$ cat src/rtl/soc_arb_pkg.sv
// Shared types and constants for the per-slave transaction arbiter.
package soc_arb_pkg;

    typedef enum logic {
        ARB_IDLE = 1'b0,
        ARB_BUSY = 1'b1
    } arb_state_t;

    localparam logic [1:0] MASTER_EXT   = 2'd0;
    localparam logic [1:0] MASTER_INSTR = 2'd1;
    localparam logic [1:0] MASTER_DATA  = 2'd2;

    function automatic logic [1:0] onehot_to_index(input logic [2:0] oh);
        logic [1:0] idx;
        idx = MASTER_EXT;
        if (oh[MASTER_DATA]) begin
            idx = MASTER_DATA;
        end else if (oh[MASTER_INSTR]) begin
            idx = MASTER_INSTR;
        end
        return idx;
    endfunction

endpackage

$ cat src/rtl/soc_arb_winner_select.sv
// Combinational winner pick: master 0 priority with burst limit, round-robin between 1 and 2.
module soc_arb_winner_select
    import soc_arb_pkg::*;
(
    input  logic [2:0] requests,
    input  logic       rr_last,
    input  logic       hp_limit,
    output logic [2:0] winner
);

    logic lp_any;

    assign lp_any = requests[MASTER_INSTR] | requests[MASTER_DATA];

    always_comb begin
        winner = 3'b000;
        if (requests[MASTER_EXT] && !(hp_limit && lp_any)) begin
            winner[MASTER_EXT] = 1'b1;
        end else if (requests[MASTER_INSTR] && requests[MASTER_DATA]) begin
            // rr_last = 1 means master 2 went last, so master 1 goes now
            if (rr_last) begin
                winner[MASTER_INSTR] = 1'b1;
            end else begin
                winner[MASTER_DATA] = 1'b1;
            end
        end else if (requests[MASTER_INSTR]) begin
            winner[MASTER_INSTR] = 1'b1;
        end else if (requests[MASTER_DATA]) begin
            winner[MASTER_DATA] = 1'b1;
        end
    end

endmodule

$ cat src/rtl/soc_txn_arbiter.sv
// Per-slave arbiter: grants one of three masters and holds it until the slave
// completes, the master abandons, or the wait counter expires.
module soc_txn_arbiter
    import soc_arb_pkg::*;
#(
    parameter int unsigned TIMEOUT_CYCLES = 1024,
    parameter int unsigned HP_BURST_MAX   = 8
) (
    input  logic       clk,
    input  logic       res,
    input  logic [2:0] requests,
    input  logic       slave_valid,
    output logic [2:0] grant,
    output logic [1:0] grant_index,
    output logic       grant_any,
    output logic       timeout,
    output logic [1:0] timeout_master
);

    localparam int unsigned WaitW = (TIMEOUT_CYCLES > 0) ? $clog2(TIMEOUT_CYCLES + 1) : 1;
    localparam int unsigned HpW   = (HP_BURST_MAX > 0) ? $clog2(HP_BURST_MAX + 1) : 1;
    localparam logic [WaitW-1:0] WaitMax = WaitW'(TIMEOUT_CYCLES);
    localparam logic [HpW-1:0]   HpMax   = HpW'(HP_BURST_MAX);

    arb_state_t       state_q;
    logic [2:0]       grant_q;
    logic [1:0]       grant_index_q;
    logic             grant_any_q;
    logic [1:0]       timeout_master_q;
    logic [HpW-1:0]   hp_count_q;
    logic [HpW-1:0]   hp_prev_q;
    logic [WaitW-1:0] wait_q;
    logic             rr_last_q;
    logic             rr_prev_q;

    logic [2:0] arb_req;
    logic [2:0] winner;
    logic       hp_limit;
    logic       lp_pending;
    logic       busy;
    logic       req_held;
    logic       wait_expired;
    logic       timeout_fire;

    // grant_q is zero in IDLE, so one mask serves both arbitration points
    assign arb_req      = requests & ~grant_q;
    assign hp_limit     = (HP_BURST_MAX != 0) && (hp_count_q == HpMax);
    assign lp_pending   = arb_req[MASTER_INSTR] | arb_req[MASTER_DATA];
    assign busy         = (state_q == ARB_BUSY);
    assign req_held     = |(requests & grant_q);
    assign wait_expired = (TIMEOUT_CYCLES != 0) && (wait_q == WaitMax);
    assign timeout_fire = !res && busy && !slave_valid && req_held && wait_expired;

    soc_arb_winner_select u_winner_select (
        .requests (arb_req),
        .rr_last  (rr_last_q),
        .hp_limit (hp_limit),
        .winner   (winner)
    );

    always_ff @(posedge clk) begin
        if (res) begin
            state_q          <= ARB_IDLE;
            grant_q          <= 3'b000;
            grant_index_q    <= MASTER_EXT;
            grant_any_q      <= 1'b0;
            timeout_master_q <= MASTER_EXT;
            hp_count_q       <= '0;
            hp_prev_q        <= '0;
            wait_q           <= '0;
            rr_last_q        <= 1'b1;
            rr_prev_q        <= 1'b1;
        end else begin
            if (timeout_fire) begin
                timeout_master_q <= grant_index_q;
            end
            if (!busy || slave_valid) begin
                if (|winner) begin
                    state_q       <= ARB_BUSY;
                    grant_q       <= winner;
                    grant_index_q <= onehot_to_index(winner);
                    grant_any_q   <= 1'b1;
                    wait_q        <= WaitW'(1);
                    // Snapshot so an abandoned grant leaves no mark on priority
                    hp_prev_q     <= hp_count_q;
                    rr_prev_q     <= rr_last_q;
                    if (winner[MASTER_EXT]) begin
                        if (lp_pending && (hp_count_q != HpMax)) begin
                            hp_count_q <= hp_count_q + 1'b1;
                        end
                    end else begin
                        hp_count_q <= '0;
                        rr_last_q  <= winner[MASTER_DATA];
                    end
                end else begin
                    state_q       <= ARB_IDLE;
                    grant_q       <= 3'b000;
                    grant_index_q <= MASTER_EXT;
                    grant_any_q   <= 1'b0;
                    wait_q        <= '0;
                end
            end else if (!req_held || wait_expired) begin
                state_q       <= ARB_IDLE;
                grant_q       <= 3'b000;
                grant_index_q <= MASTER_EXT;
                grant_any_q   <= 1'b0;
                wait_q        <= '0;
                if (!req_held) begin
                    hp_count_q <= hp_prev_q;
                    rr_last_q  <= rr_prev_q;
                end
            end else if (wait_q != '1) begin
                wait_q <= wait_q + 1'b1;
            end
        end
    end

    assign grant          = grant_q;
    assign grant_index    = grant_index_q;
    assign grant_any      = grant_any_q;
    assign timeout        = timeout_fire;
    assign timeout_master = timeout_fire ? grant_index_q : timeout_master_q;

endmodule

$ cat config.mk
export PLATFORM = sky130hd
export DESIGN_NAME = soc_txn_arbiter
export DESIGN_NICKNAME = d
export VERILOG_FILES = /design/src/rtl/soc_arb_pkg.sv /design/src/rtl/soc_arb_winner_select.sv /design/src/rtl/soc_txn_arbiter.sv
export SDC_FILE = /design/constraint.sdc
export NUM_CORES = 1
export LEC_CHECK = 0
export BUFFER_PORTS_ARGS = -buffer_cell sky130_fd_sc_hd__buf_2
export CORE_AREA = 2 2 57 59
export DETAILED_ROUTE_END_ITERATION = 12
export DIE_AREA = 0 0 59 61
export PLACE_DENSITY = 0.81
export SLEW_MARGIN = 40
export SYNTH_ARGS = -nofsm -noshare
export SYNTH_HDL_FRONTEND = slang
export SYNTH_SLANG_ARGS = --single-unit
$ cat constraint.sdc
create_clock -name clk -period 2.6 [get_ports clk]
set_input_delay 0.26 -clock clk [delete_from_list [all_inputs] [get_ports clk]]
set_output_delay 0.26 -clock clk [all_outputs]
set_load 0.01 [all_outputs]
==> impl_metrics.yaml <==
power_and_ir_drop:
  clock_power_share_pct: 27.6
  power_switching_mw: 0.2056
  p_leak_nw: 0.5994
  p_total_mw: 0.7792
  pwr-share-seq_pct: 59.1
  peakVddDrop_v: 0.0002673
  combPwrFrac_pct: 13.2
  switching_share_pct: 26.39
  intPower_mw: 0.5736
  p_per_area_nw_per_um2: 481.6
die:
  num_rows: 20
  ios: 15
  die_w_microns: 59
  dieHeight_microns: 61
  initial_core_util_pct: 50.76
  die_area_sq_um: 3599
  coreArea_sq_um: 2953
synthesis:
  synth_edf_count: 0
  ys_types: 54
  yosysSeqAreaShare_pct: 37.40
  avgSynthCellArea_sq_um: 9.253
  synth_async_sr_flop_share_pct: 0
  synthCells: 162
  synthFlopType: "dfxtp_1"
  syn_nets: 172
  ys_warn_count: 0
  synth_area_sq_um: 1499
  ys_seq_elements: 28
route:
  wl_met2_microns: 1597
  wl_met1_microns: 1402
  viasPerCell: 6.293
  vias: 1309
  ant_nets: 0
  post_drt_wl_per_cell_microns: 15.49
  dr.max_layer_used: "met4"
  dr.pass1.iters: 4
  route.met3.wl_microns: 161
  drc: 0
  routed_wl_microns: 3222
  first_iter_violations: 80
clocking:
  clockBufferDepth: 2
  clk_pin_slew_ns: 0.14
  cts-hold-fix-buffers: 0
  cts_setup_buffers: 0
  numCtsBuffers: 3
  clkSinkCount: 28
  insertion_delay_ns: 0.34
  cts_tree: "built"
  root_buffer: "clkbuf_4"
  htreeDepth: 1
  cts_resized: 0
sta:
  rsz0062_at_grt: "false"
  tns_ns: 0
  hold_violations: 0
  fmax_mhz: 418.0
  slew_headroom_pct: 48.30
  skew_ns: 0.003557
  timing.final.crit_share_pct: 92.01
  post-route-min-period_ns: 2.392
  tightest_slew_ns: 0.7560
  setup_violations: 0
  final.setup.worst_slack_ns: 0.2078
  drv_slew: 0
placed_design:
  io_buffers: 14
  dpl.hpwl_microns: 2405
  place_inst: 204
  gp_congestion: 0.8878
  place_ws_ns: 0.5843
worst_setup_path:
  arrival_ns: 2.13
  regToRegSetupSlack_ns: 0.68
  critPathLaunchType: "flip-flop"
  critPathCaptureType: "primary output"
  crit_type: "reg -> out"
  crit_required_ns: 2.34
  path_max_fanout: 7
global_routing:
  grt_pass1_wl_microns: 5430
  grt_overflow: 0
  grt_pass1_vias: 1229
  grt_use_total_pct: 19.64
  grt_max_degree: 17
  antenna_found_initial: 0
layout:
  instances_no_fill: 208
  drive_above_1_share_pct: 16.57
  layout_commonest_cell: "dfxtp_1"
  num_antenna_cells: 0
  syn2layout_area_growth_pct: 7.930
  final_nets: 186
  final_cell_mix: "dfxtp_1 (28), nor2_1 (14), buf_2 (14)"
min_path:
  min_path_type: "in -> reg"
outcome:
  status: "completed"
flow_run:
  max-cap-violations: 0
[final cells by class]
type / count / area [sq um]
Fill cell: 275 / 1335
Sequential cell: 28 / 560.5
Tap cell: 33 / 41.29
Inverter: 9 / 33.78
Multi-Input combinational cell: 119 / 868.3
Clock buffer: 4 / 36.28
Timing Repair Buffer: 15 / 77.57
[cells in the mapped netlist (all sizes together), types with 2 or more instances]
cell | n | area share (%)
or3 | 2 | 0.92
inv | 8 | 2.0
o221ai | 2 | 1.2
a211oi | 5 | 2.5
nand2 | 10 | 2.5
o21ai | 3 | 1.0
a2111oi | 2 | 1.2
a32oi | 4 | 2.3
clkbuf | 5 | 1.9
and3 | 3 | 1.3
nand3 | 5 | 2.0
dfxtp | 28 | 37
o31ai | 3 | 1.5
nand4b | 2 | 1.2
o211ai | 2 | 1.0
nor4 | 3 | 2.7
nor3 | 3 | 1.8
a21oi | 8 | 2.7
xor2 | 3 | 1.8
and3b | 2 | 1.2
o21bai | 2 | 1.0
nor2b | 3 | 1.3
mux2 | 2 | 2.0
ha | 4 | 3.3
a31oi | 3 | 1.7
mux2i | 6 | 4.0
nor2 | 14 | 3.5
nand2b | 5 | 2.1
nand4 | 4 | 2.7
[critical path: stages, from the launching register on]
cell      delay (ns)
dfxtp_1         0.38
a222oi_1        0.52
nand2b_1        0.36
nor3_4          0.09
mux2_4          0.30
buf_2           0.14
[routing by layer]
layer	global-route usage [%]	up-vias
li1	-	642
met2	33.81	51
met4	11.36	0
met3	1.919	5
met1	23.98	611
met5	0	-
[stage by stage]
| stage | hold slack, ns | instance area [sq um] | util (%) |
|---|---|---|---|
| 2_1_floorplan | 0.4416 | 1499 | - |
| 3_5_place_dp | 0.4647 | 1582 | 53.56 |
| 5_1_grt | 0.2793 | 1618 | 54.79 |
| 3_3_place_gp | 0.4583 | 1582 | 53.56 |
| 4_1_cts | 0.2777 | 1618 | 54.79 |
| 6_report | 0.2821 | 1618 | 54.79 |
[registers in the layout, summed over array words and instances, names as in the netlist]
signal / flops
grant: 3
grant_any: 1
grant_index: 1
hp_count_q: 4
hp_prev_q: 4
rr_last_q: 1
rr_prev_q: 1
timeout_master_q: 2
wait_q: 11
[cell families (layout without fill, tap and decap cells)]
group / after synthesis / in the layout / share of synthesized area (%)
buffers and inverters: 15 / 28 / 4.674
and+or+nand+nor: 62 / 62 / 25.96
AOI/OAI and AO/OA: 42 / 42 / 20.87
muxes: 8 / 8 / 6.010
DFF: 28 / 28 / 37.40
adders and majority gates: 4 / 4 / 3.339
xor gates and xnor gates: 3 / 3 / 1.753
[worst paths after layout]
kind,startpoint,to,cells past startpoint
worst max register to register,wait_q[1],wait_q[5],5
worst min-delay path,res,hp_prev_q[0],2
worst min register to register,timeout_master_q[0],timeout_master_q[0],2
worst max-delay path,grant[0],timeout_master[0],5
[power by group through the flow]
| stage | Clock [mW] | Sequential (mW) | Combinational [mW] |
|---|---|---|---|
| final | 0.215 | 0.461 | 0.103 |
| after global routing | 0.240 | 0.464 | 0.116 |
| after CTS | 0.223 | 0.461 | 0.102 |
| after detailed placement | 0 | 0.470 | 0.101 |
| after global placement | 0 | 0.469 | 0.0993 |
| after floorplan | 0 | 0.468 | 0.0746 |
(Power assumes the default switching activity.)
